===== src/rtl/edge_trig_pkg.sv =====
// Shared mode encodings and the edge-qualification rule for the edge trigger array.
package edge_trig_pkg;

   localparam logic [1:0] MODE_OFF  = 2'b00;
   localparam logic [1:0] MODE_RISE = 2'b01;
   localparam logic [1:0] MODE_FALL = 2'b10;
   localparam logic [1:0] MODE_BOTH = 2'b11;

   // True when the accepted change from f_old to f_new is an event for this mode.
   function automatic logic qualify(input logic [1:0] mode, input logic f_old, input logic f_new);
      logic rise;
      logic fall;
      rise = !f_old && f_new;
      fall = f_old && !f_new;
      return (rise && (mode == MODE_RISE || mode == MODE_BOTH)) ||
             (fall && (mode == MODE_FALL || mode == MODE_BOTH));
   endfunction

endpackage


===== src/rtl/edge_trig_chan.sv =====
// One channel: synchroniser, persistence filter, edge qualifier, sticky flag and saturating counter.
module edge_trig_chan
   import edge_trig_pkg::*;
#(
   parameter int unsigned SYNC_STAGES = 2,
   parameter int unsigned FILT_CYCLES = 1,
   parameter int unsigned CNT_W       = 8
) (
   input  logic             clk,
   input  logic             rstn,
   input  logic             in,
   input  logic [1:0]       mode,
   input  logic             clr,
   input  logic             cnt_clr,
   output logic             out,
   output logic             sticky,
   output logic [CNT_W-1:0] evt_cnt
);

   localparam int unsigned FW = (FILT_CYCLES > 1) ? $clog2(FILT_CYCLES) : 1;

   logic [SYNC_STAGES-1:0] sync_q;
   logic                   f_q;
   logic [FW-1:0]          filt_q;
   logic                   s;
   logic                   accept_c;

   assign s        = sync_q[SYNC_STAGES-1];
   assign accept_c = (s != f_q) && (filt_q == FW'(FILT_CYCLES - 1));

   // Synchroniser chain, bit 0 is the first capture stage.
   always_ff @(posedge clk or negedge rstn) begin
      if (!rstn) sync_q <= '0;
      else       sync_q <= {sync_q[SYNC_STAGES-2:0], in};
   end

   // Filter runs in every mode so f never goes stale while a channel is off.
   always_ff @(posedge clk or negedge rstn) begin
      if (!rstn) begin
         f_q    <= 1'b0;
         filt_q <= '0;
         out    <= 1'b0;
      end else begin
         out <= accept_c && qualify(mode, f_q, s);
         if (s == f_q) begin
            filt_q <= '0;
         end else if (accept_c) begin
            f_q    <= s;
            filt_q <= '0;
         end else begin
            filt_q <= filt_q + FW'(1);
         end
      end
   end

   // Sticky: a new event beats a simultaneous clear.
   always_ff @(posedge clk or negedge rstn) begin
      if (!rstn)      sticky <= 1'b0;
      else if (out)   sticky <= 1'b1;
      else if (clr)   sticky <= 1'b0;
   end

   // Counter: a clear coinciding with an event leaves a count of one.
   always_ff @(posedge clk or negedge rstn) begin
      if (!rstn) begin
         evt_cnt <= '0;
      end else if (cnt_clr) begin
         evt_cnt <= out ? CNT_W'(1) : '0;
      end else if (out && (evt_cnt != '1)) begin
         evt_cnt <= evt_cnt + CNT_W'(1);
      end
   end

endmodule


===== src/rtl/edge_trigger_array.sv =====
// Multi-channel edge trigger: CH independent channels with packed pulse, sticky and count outputs.
module edge_trigger_array #(
   parameter int unsigned CH          = 4,
   parameter int unsigned SYNC_STAGES = 2,
   parameter int unsigned FILT_CYCLES = 1,
   parameter int unsigned CNT_W       = 8
) (
   input  logic                clk,
   input  logic                rstn,
   input  logic [CH-1:0]       in,
   input  logic [2*CH-1:0]     mode,
   output logic [CH-1:0]       out,
   output logic [CH-1:0]       sticky,
   input  logic [CH-1:0]       clr,
   input  logic                cnt_clr,
   output logic [CH*CNT_W-1:0] evt_cnt
);

   for (genvar i = 0; i < CH; i++) begin : g_chan
      edge_trig_chan #(
         .SYNC_STAGES(SYNC_STAGES),
         .FILT_CYCLES(FILT_CYCLES),
         .CNT_W      (CNT_W)
      ) u_chan (
         .clk    (clk),
         .rstn   (rstn),
         .in     (in[i]),
         .mode   (mode[2*i +: 2]),
         .clr    (clr[i]),
         .cnt_clr(cnt_clr),
         .out    (out[i]),
         .sticky (sticky[i]),
         .evt_cnt(evt_cnt[i*CNT_W +: CNT_W])
      );
   end

endmodule


===== config.mk =====
export PLATFORM = sky130hd
export DESIGN_NAME = edge_trigger_array
export DESIGN_NICKNAME = d
export VERILOG_FILES = /design/src/rtl/edge_trig_pkg.sv /design/src/rtl/edge_trig_chan.sv /design/src/rtl/edge_trigger_array.sv
export SDC_FILE = /design/constraint.sdc
export NUM_CORES = 1
export LEC_CHECK = 0
export ABC_AREA = 1
export CAP_MARGIN = 10
export CORE_ASPECT_RATIO = 0.6
export CORE_MARGIN = 2
export CORE_UTILIZATION = 50
export CTS_CLUSTER_SIZE = 20
export DETAILED_ROUTE_END_ITERATION = 6
export DONT_BUFFER_PORTS = 1
export GPL_TIMING_DRIVEN = 0
export SYNTH_ARGS = -nofsm -noshare
export SYNTH_HDL_FRONTEND = slang
export SYNTH_HIERARCHICAL = 1
export SYNTH_SLANG_ARGS = --single-unit

===== constraint.sdc =====
create_clock -name clk -period 1.6 [get_ports clk]
set_input_delay 0.48 -clock clk [delete_from_list [all_inputs] [get_ports clk]]
set_output_delay 0.48 -clock clk [all_outputs]
set_load 0.02 [all_outputs]

# After elaboration in Yosys (flattened, before gate mapping)
# Index checks and enable logic that the tools add are counted.
dict set report word_totals {
  output_inout_bits 40
  regBits 56
  word_cells 152
  inputBits 19
}
dict set report classes {
  addsub 8
  eq_ne 24
  mux 28
  n_reduce_logical 60
  n_bitwise 8
}
# op n
set ops {}
lappend ops {{8-bit two-way mux} 8}
lappend ops {{8-bit by 1-bit adder with 8-bit output (second input constant)} 4}
lappend ops {{8-bit != test (second input constant)} 4}
lappend ops {{1-bit logical AND} 28}
lappend ops {{1-bit two-way mux} 20}
lappend ops {{2-bit equality test (second input constant)} 8}
lappend ops {{2-bit nonzero test} 8}
lappend ops {{1-bit logical OR} 12}
lappend ops {{2-bit by 1-bit equality test with 1-bit output (second input constant)} 4}
lappend ops {{1-bit logical NOT} 8}
lappend ops {{1-bit NOT} 8}
lappend ops {{2-bit AND reduction} 4}
lappend ops {{1-bit adder (second input constant)} 4}
lappend ops {{1-bit equality test} 4}
lappend ops {{1-bit != test} 4}

# Logic depth before layout (Yosys ltp)
# Gate-level depths: netlist of run 1.
dict set report logic_depth {
  ltp_word 5
  mapped_depth 9
}

# By module
# Netlist of run 1, hierarchy kept.
# mod area_each_um2 n_inst seq_area_each_um2 cells_per_inst
set by_module_without_submodules {}
lappend by_module_without_submodules {edge_trig_chan 718.2 4 350.3 90}

# Worst setup path before layout of run 1
# No wires, ideal clock.
dict set report synth_timing {
  path_type {reg2reg}
  from {register g_chan[0].u_chan.evt_cnt[0]}
  to {register g_chan[0].u_chan.evt_cnt[7]}
  stages_incl_launch_ff 10
  path_slack_ps 254
  t_arrival_ps 1228
  period_less_slack_ps 1346
  path_cell_list {dfrtp_1 ha_1 nand2_2 nor2_2 nand2_1 nand2_2 nand2_4 clkinv_4 nand2_1 nand2_1}
}
dict set report synth_between {
  elab_chain_cells 3
  elab_cells_between_ends 6
  cone_classes {add/sub (1); eq/ne (1); mux (2); reduce/logical (2)}
}
# item line
set synth_lines {}
lappend synth_lines {{from (decl)} edge_trig_chan.sv:17} ;# output logic [CNT_W-1:0] evt_cnt
lappend synth_lines {{from (signal assigned)} edge_trig_chan.sv:68} ;# evt_cnt <= out ? CNT_W'(1) : '0;
lappend synth_lines {{from (signal assigned)} edge_trig_chan.sv:70} ;# evt_cnt <= evt_cnt + CNT_W'(1);
lappend synth_lines {{8-bit by 1-bit adder with 8-bit output / 8-bit != test (equally long branches)} {edge_trig_chan.sv:70, edge_trig_chan.sv:69}}
lappend synth_lines {{8-bit two-way mux / 1-bit logical AND (equally long branches)} edge_trig_chan.sv:69} ;# end else if (out && (evt_cnt != '1)) begin
lappend synth_lines {{8-bit two-way mux / 2-bit nonzero test (equally long branches)} -}
# Parallel ways exist; a longest one is shown, timed or not. The select of a mux whose other input is x is not followed.
# A chain may end at the register's enable or synchronous reset.

# Worst setup path in the final report of run 1
dict set report layout_timing {
  from {register g_chan[2].u_chan.evt_cnt[0]}
  to {register g_chan[2].u_chan.evt_cnt[1]}
}
dict set report layout_between {
  elab_chain_cells 3
  elab_cells_between_ends 6
  cone_classes {add/sub (1); eq/ne (1); mux (2); reduce/logical (2)}
}
# item line
set layout_lines {}
lappend layout_lines {{from (decl)} edge_trig_chan.sv:17}
lappend layout_lines {{from (signal assigned)} edge_trig_chan.sv:68}
lappend layout_lines {{from (signal assigned)} edge_trig_chan.sv:70}
lappend layout_lines {{8-bit by 1-bit adder with 8-bit output / 8-bit != test (equally long branches)} {edge_trig_chan.sv:70, edge_trig_chan.sv:69}}
lappend layout_lines {{8-bit two-way mux / 1-bit logical AND (equally long branches)} edge_trig_chan.sv:69}
lappend layout_lines {{8-bit two-way mux / 2-bit nonzero test (equally long branches)} -}
# Parallel ways exist; a longest one is shown, timed or not. The select of a mux whose other input is x is not followed.

==> results.rst, run 1 <==
.. list-table::
   :header-rows: 1

   * - Metric
     - Value
   * - Result of the run
     - finished with violations
   * - Failing checks
     - negative hold slack
   * - Total wire length after detailed routing
     - between 5000 and 6000 um
   * - Setup Viol. Count Final
     - 0
   * - Clock buffers created by TritonCTS
     - 5
   * - Chip Width
     - ~100 um
   * - CP Data Required Time
     - about 1.9 ns
   * - Reg clk slew, reported paths
     - around 0.10 ns
   * - Min Tclk post-route
     - 1.53 ns
   * - Number of placement rows
     - 21
   * - Number of H-tree branching levels
     - 2
   * - Via count of the first global-routing pass
     - about 2,100
   * - Syn-to-layout area delta
     - 8.58%
   * - Routed length per placed instance
     - between 10 and 15 um
   * - Final standard cell count with taps included and fillers excluded
     - ~450
   * - Number of flip-flops and latches in the synthesized netlist
     - 56
   * - Clk Tree Root Cell
     - sky130_fd_sc_hd__clkbuf_8
   * - Final routed DRC violation total
     - 0
   * - Max clock buf depth
     - 2
   * - Antenna violation net count after detailed routing
     - 0
   * - Setup slack at placement
     - ~0.067 ns
   * - Slew Viols, Final
     - 0
   * - Vert. Die Dim
     - approximately 63 um
   * - Die Area
     - approximately 6400 um^2
   * - Top-level port count
     - approximately 60
   * - Top fanout value on the critical path
     - 5
   * - Sequential fraction of the synthesis area
     - 0.488
   * - Iteration count of the initial detailed-routing pass
     - 4
   * - Leakage power of the design
     - approximately 0.0015 uW
   * - Most frequent cells in the layout
     - sky130_fd_sc_hd__nand2_1 (108), sky130_fd_sc_hd__dfrtp_1 (48), sky130_fd_sc_hd__inv_1 (44)
   * - Starting Density
     - 0.516
   * - Final HPWL DP
     - 4150 um
   * - First-pass GRT wire length
     - roughly 10000 um
   * - Via density
     - 4.99
   * - Aggregate negative setup slack
     - 0 ns
   * - Number of different library cells in the post-synthesis netlist
     - 18
   * - Setup bufs post-CTS
     - 0
   * - Core region area
     - about 5600 um^2
   * - Sinks on Clock Net
     - between 50 and 60
   * - Final hold slack
     - -0.151 ns
   * - Routability-driven placement congestion ratio
     - between 0.8 and 0.9
   * - Leftover overflow at the end of global routing
     - 0
   * - Insertion delay of the later-clocked pin in the worst-skew pair
     - roughly 0.31 ns
   * - Share of the core filled with cells
     - 0.560
   * - CTS tree
     - built
   * - Type of the worst setup path
     - flip-flop to flip-flop
   * - Clock skew
     - 0.00757 ns
   * - 1st-iter DRT viols
     - around 130
   * - Synth warn
     - 6
   * - Hold/Removal Path Class
     - input pin to asynchronous set/reset pin
   * - Antenna cell count
     - 0
   * - Max Cap Viol
     - 0
   * - Total number of vias
     - between 2,000 and 2,500
   * - Syn nets
     - 391
   * - Achievable frequency
     - ~0.65 GHz
   * - Area taken by multi-input logic gates
     - 1280 um^2
   * - Pin count of the biggest net entering global routing
     - 57
   * - Most common library cell in the layout ignoring fill and taps
     - sky130_fd_sc_hd__nand2_1
   * - DP Cell Count
     - 440
   * - Layout cell share with drive strength beyond 1
     - 0.106
   * - Post-Synthesis Cells
     - 360
   * - Post-synth design cell area
     - 2870 um^2
   * - Syn avg cell area
     - around 8 um^2
   * - Final worst-path cycle share
     - 0.959
   * - Filler Cells Inserted
     - approximately 520
   * - CP arrival
     - between 1.5 and 2 ns
   * - FF/Latch Area
     - between 1000 and 1500 um^2
   * - Final hold vios
     - 56
   * - Antenna violations before repair
     - 0
   * - Total global routing track utilization
     - 0.196
   * - Final layout net count
     - about 400
   * - Endpoint type of the worst setup path
     - flip-flop
   * - RSZ-0062 raised after global routing
     - no
   * - Power density relative to cell area
     - 1010 nW/um^2
   * - Final Worst Setup Slack
     - 0.0663 ns
   * - Maximum resistive drop on vdd
     - 0.500 mV
   * - Sort of element at the start of the critical path
     - flip-flop
   * - Input/output buffers
     - 0
## routing by layer
layer | routed length, um | global-route usage
met5 | 0 | 0
met4 | 71 | 0.0600
met3 | 474 | 0.0638
met2 | 2310 | 0.277
met1 | 2850 | 0.287
## area by class of cell
class / count / share of cell area
Sequential cell: 56 / 0.452
Multi-Input combinational cell: 256 / 0.411
Inverter: 48 / 0.0642
Tap cell: 80 / 0.0321
Clock buffer: 7 / 0.0309
Clock inverter: 1 / 0.00963
## synthesized netlist by cell type, drive strengths merged
| master | count | area [um^2] |
|---|---|---|
| a21oi | 16 | 80.1 |
| dfrtp | 56 | 1400 |
| inv | 44 | 165 |
| nand3 | 20 | 100 |
| conb | 4 | 15.0 |
| xor2 | 4 | 35.0 |
| o21ai | 32 | 160 |
| nor2 | 36 | 145 |
| ha | 12 | 150 |
| clkinv | 4 | 35.0 |
| nand4 | 4 | 25.0 |
| nand2 | 120 | 500 |
| a21boi | 4 | 30.0 |
| o21bai | 4 | 30.0 |
## where the power goes
| part | switching [uW] | leakage, uW | internal (uW) |
|---|---|---|---|
| clock network | 456 | 0.0000645 | 553 |
| logic | 238 | 0.000675 | 142 |
| registers | 206 | 0.000728 | 1550 |
## registers in the layout, summed over array words and instances (netlist names)
name,count
g_chan.u_chan/out,4
g_chan.u_chan/f_q,4
g_chan.u_chan/sticky,4
g_chan.u_chan/filt_q,4
g_chan.u_chan/sync_q,8
g_chan.u_chan/evt_cnt,32
## path summary, 6_finish.rpt
| check | start | to | slack (ns) | cells after the start |
|---|---|---|---|---|
| worst max-delay path | g_chan[2].u_chan/evt_cnt[0] | g_chan[2].u_chan/evt_cnt[1] | 0.07 | 6 |
| worst min-delay path | rstn | g_chan[2].u_chan/evt_cnt[6] | -0.15 | 0 |
| worst max register to register | g_chan[2].u_chan/evt_cnt[0] | g_chan[2].u_chan/evt_cnt[1] | 0.07 | 6 |
| worst min register to register | g_chan[0].u_chan/sync_q[0] | g_chan[0].u_chan/sync_q[1] | 0.35 | 0 |
| max in group asynchronous | rstn | g_chan[0].u_chan/evt_cnt[1] | 1.61 | 0 |
| min in group clk | in[1] | g_chan[1].u_chan/sync_q[0] | 0.19 | 0 |
## worst max-delay path, stage by stage, from the launching register on
cell	delay, ns
sky130_fd_sc_hd__dfrtp_2	0.49
sky130_fd_sc_hd__ha_1	0.25
sky130_fd_sc_hd__nand2_2	0.12
sky130_fd_sc_hd__nor2_2	0.06
sky130_fd_sc_hd__a21oi_1	0.32
sky130_fd_sc_hd__nand3_1	0.13
sky130_fd_sc_hd__nand2_1	0.10
## logic make-up after synthesis
| logic type | count (synthesis) | share of synthesized area |
|---|---|---|
| simple gates | 180 | 0.268 |
| flops | 56 | 0.488 |
| other cells | 4 | 0.00522 |
| buf+inv | 48 | 0.0697 |
| compound gates | 56 | 0.105 |
| fa+ha+maj | 12 | 0.0523 |
| xor+xnor | 4 | 0.0122 |
## stage by stage
| step | cell area, um^2 | total power, uW | hold WS, ns |
|---|---|---|---|
| 6_report | 3120 | 3150 | -0.151 |
| 5_1_grt | 3120 | 3360 | -0.184 |
| 4_1_cts | 3100 | 3180 | -0.166 |
| 3_5_place_dp | 2970 | 2160 | 0.185 |
| 3_3_place_gp | 2970 | 2150 | 0.186 |
| 2_1_floorplan | 2870 | 2050 | 0.184 |
## what timing repair did
action / in CTS / in global routing
endpoints found under the setup margin: 0 / 26
gates resized for setup: 0 / 11
hold endpoints to repair: 56 / 56
No activity file was read; power rests on OpenSTA's default activity.
==> inputs of run 2 (changes only) <==
--- a/config.mk
+++ b/config.mk
@@ -7,13 +7,16 @@
 export LEC_CHECK = 0
 export ABC_AREA = 1
 export CAP_MARGIN = 10
+export CELL_PAD_IN_SITES_DETAIL_PLACEMENT = 2
+export CELL_PAD_IN_SITES_GLOBAL_PLACEMENT = 2
 export CORE_ASPECT_RATIO = 0.6
 export CORE_MARGIN = 2
-export CORE_UTILIZATION = 50
+export CORE_UTILIZATION = 36
 export CTS_CLUSTER_SIZE = 20
 export DETAILED_ROUTE_END_ITERATION = 6
 export DONT_BUFFER_PORTS = 1
 export GPL_TIMING_DRIVEN = 0
+export PLACE_DENSITY_LB_ADDON = 0.1
 export SYNTH_ARGS = -nofsm -noshare
 export SYNTH_HDL_FRONTEND = slang
 export SYNTH_HIERARCHICAL = 1
==> results.rst, run 2 (same netlist as run 1, synthesis figures left out) <==
.. list-table::
   :header-rows: 1

   * - Metric
     - Value
   * - Standard cell area after detailed placement
     - 3010 um^2 (+1.2%)
   * - Top-level port count
     - 59 (unchanged)
   * - CTS tree
     - built
   * - Filler Cells Inserted
     - 895 (+72%)
   * - Hold/Removal Path Class
     - input pin to asynchronous set/reset pin
   * - Max clock buf depth
     - 2 (unchanged)
   * - CP arrival
     - 1.72 ns (-0.06 ns)
   * - Input/output buffers
     - 0 (unchanged)
   * - Endpoint type of the worst setup path
     - flip-flop
   * - Total wire length after detailed routing
     - 8070 um (+41%)
   * - Number of H-tree branching levels
     - 2 (unchanged)
   * - Clock buffers created by TritonCTS
     - 5 (unchanged)
   * - Layout cell share with drive strength beyond 1
     - 0.127 (+0.0207)
   * - Slew Viols, Final
     - 0 (unchanged)
   * - Largest stage delay on the critical path
     - 0.49 ns (about the same)
   * - Met1 Resource Use GR
     - 0.266 (-0.0205)
   * - Failing checks
     - negative hold slack
   * - Vert. Die Dim
     - 73.2 um (+17%)
   * - Reg clk slew, reported paths
     - 0.08 ns (-0.02 ns)
   * - CP Data Required Time
     - 1.79 ns (-0.06 ns)
   * - Critical Path, Cell by Cell
     - ha_2, nand2_2, nor2_4, nand2_1, nand2_2, nand2_4, clkinv_4, nand2_1, nand2_1
   * - Met2 GRT Util
     - 0.298 (+0.0211)
   * - Final HPWL DP
     - 5680 um (+37%)
   * - Top Registers
     - g_chan.u_chan/evt_cnt (32), g_chan.u_chan/sync_q (8)
   * - Setup Viol. Count Final
     - 0 (unchanged)
   * - Result of the run
     - finished with violations
   * - Number of placement rows
     - 25 (+19%)
   * - Leftover overflow at the end of global routing
     - 0 (unchanged)
   * - Slowest-stage cell, CP
     - sky130_fd_sc_hd__dfrtp_2
   * - Clk Tree Root Cell
     - sky130_fd_sc_hd__clkbuf_16
   * - Chip Width
     - 119 um (+17%)
   * - Antenna violation net count after detailed routing
     - 0 (unchanged)
   * - Final layout net count
     - 401 (+0.75%)
   * - Max Cap Viol
     - 0 (unchanged)
   * - Clock skew
     - 0.00744 ns (-0.000133 ns)
   * - Routed length per placed instance
     - 16.8 um (+32%)
   * - Sort of element at the start of the critical path
     - flip-flop
   * - Area taken by multi-input logic gates
     - 1330 um^2 (+3.5%)
   * - Achievable frequency
     - 0.655 GHz (+0.51%)
   * - Antenna violations before repair
     - 1 (+1)
   * - Die Area
     - 8730 um^2 (+37%)
   * - Pin count of the biggest net entering global routing
     - 57 (unchanged)
   * - Type of the worst setup path
     - flip-flop to flip-flop
   * - GRT busiest layer
     - met2
   * - Top fanout value on the critical path
     - 6 (+1)
   * - Largest register FFs
     - 32 (unchanged)
   * - Via density
     - 4.91 (-1.6%)
   * - FF/Latch Area
     - 1410 um^2 (unchanged)
   * - Total global routing track utilization
     - 0.195 (-0.00151)
   * - Iteration count of the initial detailed-routing pass
     - 4 (unchanged)
   * - Power density relative to cell area
     - 1030 nW/um^2 (+1.7%)
   * - Maximum resistive drop on vdd
     - 0.518 mV (+3.5%)
   * - Most frequent cells in the layout
     - sky130_fd_sc_hd__nand2_1 (108), sky130_fd_sc_hd__dfrtp_1 (48), sky130_fd_sc_hd__inv_1 (44)
   * - Worst r2r path cells
     - 9 (+3)
   * - Final hold slack
     - -0.135 ns (+0.0167 ns)
   * - Routability-driven placement congestion ratio
     - 0.742 (-12%)
   * - Syn-to-layout area delta
     - 13.0%
   * - Fraction of met3 tracks used by global routing
     - 0.0641 (+0.000304)
   * - Starting Density
     - 0.367 (-0.148)
   * - Leakage power of the design
     - 0.00148 uW (+0.51%)
   * - Setup slack at placement
     - -0.0602 ns (-0.127 ns)
   * - Crit path top cell by count
     - sky130_fd_sc_hd__nand2_1
   * - Final routed DRC violation total
     - 0 (unchanged)
   * - Final instance area
     - 3250 um^2 (+4.1%)
   * - 1st-iter DRT viols
     - 70 (-47%)
   * - Via count of the first global-routing pass
     - 2,532 (+20%)
   * - Most common library cell in the layout ignoring fill and taps
     - sky130_fd_sc_hd__nand2_1
   * - First-pass GRT wire length
     - 13,000 um (+33%)
   * - Sinks on Clock Net
     - 56 (unchanged)
   * - Final worst-path cycle share
     - 0.954 (-0.00483)
   * - Top register by number of flip-flops
     - g_chan.u_chan/evt_cnt
   * - Insertion delay of the later-clocked pin in the worst-skew pair
     - 0.30 ns (about the same)
   * - Core region area
     - 7820 um^2 (+40%)
   * - Total number of vias
     - 2,358 (+5.4%)
   * - Final hold vios
     - 56 (unchanged)
   * - Min Tclk post-route
     - 1.53 ns (-0.00773 ns)
   * - Final Worst Setup Slack
     - 0.0740 ns (+0.00773 ns)
run 2: cell types whose count changed in the layout (fill, tap and decap cells not counted), sizes merged:
cell / delta
diode: +1
bufinv: -1
clkinv: +1
clkbuf: -2
buf: +3
clkinvlp: +2
run 2: routing by layer:
metal | vias to the layer above | wire length [um]
met2 | 41 | 3500
met4 | 0 | 96
met1 | 1157 | 4060
met3 | 8 | 417
li1 | 1152 | -
met5 | - | 0
run 2: cell type report:
type                    instances  area share
flip-flops and latches         56       0.435
multi-input cells             256       0.408
inverters                      48      0.0617
well taps                     108      0.0416
clock buffers                   5      0.0385
clock inverters                 3     0.00732
repair buffers                  3     0.00694
diodes                          1    0.000771
run 2: what timing repair did:
| action | 4_1_cts | 5_1_grt |
|---|---|---|
| setup endpoints to repair | 14 | 28 |
| setup buffers | 0 | 3 |
| hold endpoints to repair | 56 | 56 |
| gates cloned | 0 | 0 |
| pin swaps | 0 | 3 |
| gates resized for setup | 7 | 14 |
run 2: through the flow:
stage | total power (uW) | util | std cells | hold WS (ns) | setup TNS (ns)
3_3_place_gp | 2170 | 0.385 | 468 | 0.185 | 0
6_report | 3330 | 0.415 | 480 | -0.135 | 0
3_5_place_dp | 2200 | 0.385 | 468 | 0.185 | -0.167
5_1_grt | 3520 | 0.415 | 480 | -0.150 | -0.00597
2_1_floorplan | 2050 | - | 360 | 0.184 | 0
4_1_cts | 3370 | 0.406 | 476 | -0.148 | 0
run 2: final timing paths:
check	startpoint	endpoint	slack, ns
max in group asynchronous	rstn	g_chan[0].u_chan/evt_cnt[1]	1.61
worst min-delay path	rstn	g_chan[3].u_chan/sync_q[1]	-0.13
worst min register to register	g_chan[2].u_chan/sync_q[0]	g_chan[2].u_chan/sync_q[1]	0.35
worst max register to register	g_chan[2].u_chan/evt_cnt[0]	g_chan[2].u_chan/evt_cnt[1]	0.07
min in group clk	in[3]	g_chan[3].u_chan/sync_q[0]	0.20
worst max-delay path	g_chan[2].u_chan/evt_cnt[0]	g_chan[2].u_chan/evt_cnt[1]	0.07
run 2: worst max-delay path, delay by kind of cell (launching register included):
family / cells / cell delay, ns
adders and majority gates: 1 / 0.22
DFF: 1 / 0.49
buffers and inverters: 1 / 0.09
and+or+nand+nor: 7 / 0.62
run 2: power breakdown:
group          total [uW]  switching (uW)  internal [uW]
Clock                1140             552            585
Sequential           1770             216           1550
Combinational         426             274            152
==> inputs of run 3 (changes only) <==
--- a/config.mk
+++ b/config.mk
@@ -6,7 +6,7 @@
 export NUM_CORES = 1
 export LEC_CHECK = 0
 export ABC_AREA = 1
-export CAP_MARGIN = 10
+export CAP_MARGIN = 30
 export CELL_PAD_IN_SITES_DETAIL_PLACEMENT = 2
 export CELL_PAD_IN_SITES_GLOBAL_PLACEMENT = 2
 export CORE_ASPECT_RATIO = 0.6
==> constraint.sdc (replaced) <==
create_clock -name clk -period 1.6 [get_ports clk]
set_input_delay 0.48 -clock clk [delete_from_list [all_inputs] [get_ports clk]]
set_output_delay 0.48 -clock clk [all_outputs]
set_load 0.05 [all_outputs]
==> results.rst, run 3 (same netlist as run 1, synthesis figures left out) <==
.. list-table::
   :header-rows: 1

   * - Metric
     - Value
   * - Result of the run
     - finished with violations
   * - Failing checks
     - negative hold slack
   * - Type of the worst setup path
     - flip-flop to flip-flop
   * - Top-level port count
     - 59 (unchanged)
   * - Achievable frequency
     - 0.642 GHz (-2.0%)
   * - Starting Density
     - 0.367 (unchanged)
   * - Leakage power of the design
     - 0.00153 uW (+4.0%)
   * - Endpoint type of the worst setup path
     - flip-flop
   * - Reg-to-Reg End
     - g_chan[1].u_chan/evt_cnt[5]
   * - Final HPWL DP
     - 5680 um (unchanged)
   * - Layout cell share with drive strength beyond 1
     - 0.237 (+0.110)
   * - Clock buffers created by TritonCTS
     - 5 (unchanged)
   * - Final Worst Setup Slack
     - 0.0429 ns (-0.0311 ns)
   * - Iteration count of the initial detailed-routing pass
     - 4 (unchanged)
   * - Leftover overflow at the end of global routing
     - 0 (unchanged)
   * - Min Tclk post-route
     - 1.56 ns (+0.0311 ns)
   * - Syn-to-layout area delta
     - 19.9%
   * - Insertion delay of the later-clocked pin in the worst-skew pair
     - 0.31 ns (about the same)
   * - Worst reg2reg setup slack
     - 0.04 ns (-0.03 ns)
   * - Largest register FFs
     - 32 (unchanged)
   * - Number of H-tree branching levels
     - 2 (unchanged)
   * - Area taken by multi-input logic gates
     - 1440 um^2 (+8.4%)
   * - Final routed DRC violation total
     - 0 (unchanged)
   * - Routed length per placed instance
     - 17.2 um (+2.0%)
   * - Sort of element at the start of the critical path
     - flip-flop
   * - Number of placement rows
     - 25 (unchanged)
   * - Chip Width
     - 119 um (unchanged)
   * - 1st-iter DRT viols
     - 80 (+14%)
   * - Hold/Removal Path Class
     - input pin to asynchronous set/reset pin
   * - Power density relative to cell area
     - 1030 nW/um^2 (+0.61%)
   * - Top register by number of flip-flops
     - g_chan.u_chan/evt_cnt
   * - Met2 GRT Util
     - 0.298 (unchanged)
   * - RSZ-0062 raised after global routing
     - yes
   * - Final hold vios
     - 56 (unchanged)
   * - Via count of the first global-routing pass
     - 2,535 (+0.12%)
   * - Total global routing track utilization
     - 0.195 (+0.000447)
   * - Met1 Resource Use GR
     - 0.267 (+0.00120)
   * - Max clock buf depth
     - 2 (unchanged)
   * - GRT busiest layer
     - met2
   * - CTS tree
     - built
   * - Source of the worst register-to-register timing path
     - g_chan[1].u_chan/evt_cnt[0]
   * - Antenna violations before repair
     - 1 (unchanged)
   * - Share of the core filled with cells
     - 0.441 (+0.0254)
   * - Pin count of the biggest net entering global routing
     - 57 (unchanged)
   * - Setup slack at placement
     - -0.238 ns (-0.177 ns)
   * - Core region area
     - 7820 um^2 (unchanged)
   * - Total number of vias
     - 2,415 (+2.4%)
   * - Transition at the pin with the smallest max-transition slack
     - 0.652 ns
   * - Most common library cell in the layout ignoring fill and taps
     - sky130_fd_sc_hd__nand2_1
   * - Slew Viols, Final
     - 0 (unchanged)
   * - Reg clk slew, reported paths
     - 0.08 ns (about the same)
   * - Slew headroom
     - 0.565
   * - Maximum resistive drop on vdd
     - 0.591 mV (+14%)
   * - Max Cap Viol
     - 0 (unchanged)
   * - Final worst-path cycle share
     - 0.973 (+0.0194)
   * - Routability-driven placement congestion ratio
     - 0.742 (unchanged)
   * - Setup Viol. Count Final
     - 0 (unchanged)
   * - Clock skew
     - 0.00813 ns (+0.000689 ns)
   * - First-pass GRT wire length
     - 13,100 um (+0.48%)
   * - CP arrival
     - 1.80 ns (+0.08 ns)
   * - Filler Cells Inserted
     - 883 (-1.3%)
   * - Final hold slack
     - -0.137 ns (-0.00181 ns)
   * - FF/Latch Area
     - 1460 um^2 (+3.4%)
   * - Antenna violation net count after detailed routing
     - 0 (unchanged)
   * - Sinks on Clock Net
     - 56 (unchanged)
   * - Clk Tree Root Cell
     - sky130_fd_sc_hd__clkbuf_16
   * - Die Area
     - 8730 um^2 (unchanged)
   * - Top Registers
     - g_chan.u_chan/evt_cnt (32), g_chan.u_chan/sync_q (8)
   * - Via density
     - 4.98 (+1.4%)
   * - CP Data Required Time
     - 1.85 ns (+0.06 ns)
   * - Fraction of met3 tracks used by global routing
     - 0.0641 (unchanged)
   * - Total wire length after detailed routing
     - 8320 um (+3.1%)
   * - Top fanout value on the critical path
     - 6 (unchanged)
   * - Aggregate negative setup slack
     - 0 ns (unchanged)
   * - Most frequent cells in the layout
     - sky130_fd_sc_hd__nand2_1 (96), sky130_fd_sc_hd__inv_1 (44), sky130_fd_sc_hd__nor2_1 (32)
   * - Vert. Die Dim
     - 73.2 um (unchanged)
   * - Final layout net count
     - 406 (+1.2%)
   * - Input/output buffers
     - 0 (unchanged)
   * - Worst r2r path cells
     - 9 (unchanged)
## run 3: cell type report
class / count / share of cell area
Multi-Input combinational cell: 256 / 0.417
Clock inverter: 3 / 0.00690
Sequential cell: 56 / 0.423
Tap cell: 108 / 0.0392
Clock buffer: 5 / 0.0363
Inverter: 48 / 0.0588
Antenna cell: 1 / 0.000726
Timing Repair Buffer: 8 / 0.0174
## run 3: worst max path at each step
stage / cells after the start / to / startpoint
floorplan: 9 / g_chan[0].u_chan/evt_cnt[3] / g_chan[0].u_chan/evt_cnt[1]
finish: 9 / g_chan[1].u_chan/evt_cnt[5] / g_chan[1].u_chan/evt_cnt[0]
global route: 9 / g_chan[1].u_chan/evt_cnt[3] / g_chan[1].u_chan/evt_cnt[0]
global placement: 9 / g_chan[3].u_chan/evt_cnt[3] / g_chan[3].u_chan/evt_cnt[1]
CTS: 8 / g_chan[1].u_chan/evt_cnt[3] / g_chan[1].u_chan/evt_cnt[3]
detailed placement: 9 / g_chan[3].u_chan/evt_cnt[4] / g_chan[3].u_chan/evt_cnt[1]
## run 3: worst max-delay path: stages (launching register included)
cell and delay [ns]:
sky130_fd_sc_hd__dfrtp_2 0.58, sky130_fd_sc_hd__ha_4 0.21, sky130_fd_sc_hd__nand2_4 0.07, sky130_fd_sc_hd__nor2_4 0.15
sky130_fd_sc_hd__nand2_2 0.08, sky130_fd_sc_hd__nand2_4 0.10, sky130_fd_sc_hd__nand2_8 0.09, sky130_fd_sc_hd__inv_8 0.09
sky130_fd_sc_hd__nand2_2 0.05, sky130_fd_sc_hd__nand2_2 0.07
## run 3: what timing repair did
action	in CTS	in global routing
gates resized for setup	34	44
pin swaps	2	15
setup endpoints to repair	32	30
endpoints found under the hold margin	56	56
buffers inserted	0	8
## run 3: routing by layer
layer | vias up | routed length (um) | part of all wire
li1 | 1169 | - | -
met1 | 1192 | 4040 | 0.49
met2 | 46 | 3710 | 0.45
met3 | 8 | 470 | 0.057
met4 | 0 | 96 | 0.012
met5 | - | 0 | 0
## run 3: through the flow
step / hold WS (ns) / total power [uW] / cells / instance area (um^2)
global route: -0.150 / 3740 / 485 / 3450
detailed placement: 0.185 / 2360 / 468 / 3010
CTS: -0.148 / 3570 / 476 / 3260
finish: -0.137 / 3560 / 485 / 3450
global placement: 0.185 / 2320 / 468 / 3010
floorplan: 0.184 / 2210 / 360 / 2870
## run 3: where the power goes
part           internal, uW  switching [uW]  total (uW)  leakage (uW)
logic                   175             296         471      0.000782
registers              1560             387        1950      0.000686
clock network           585             553        1140     0.0000660
total                  2320            1240        3560       0.00153
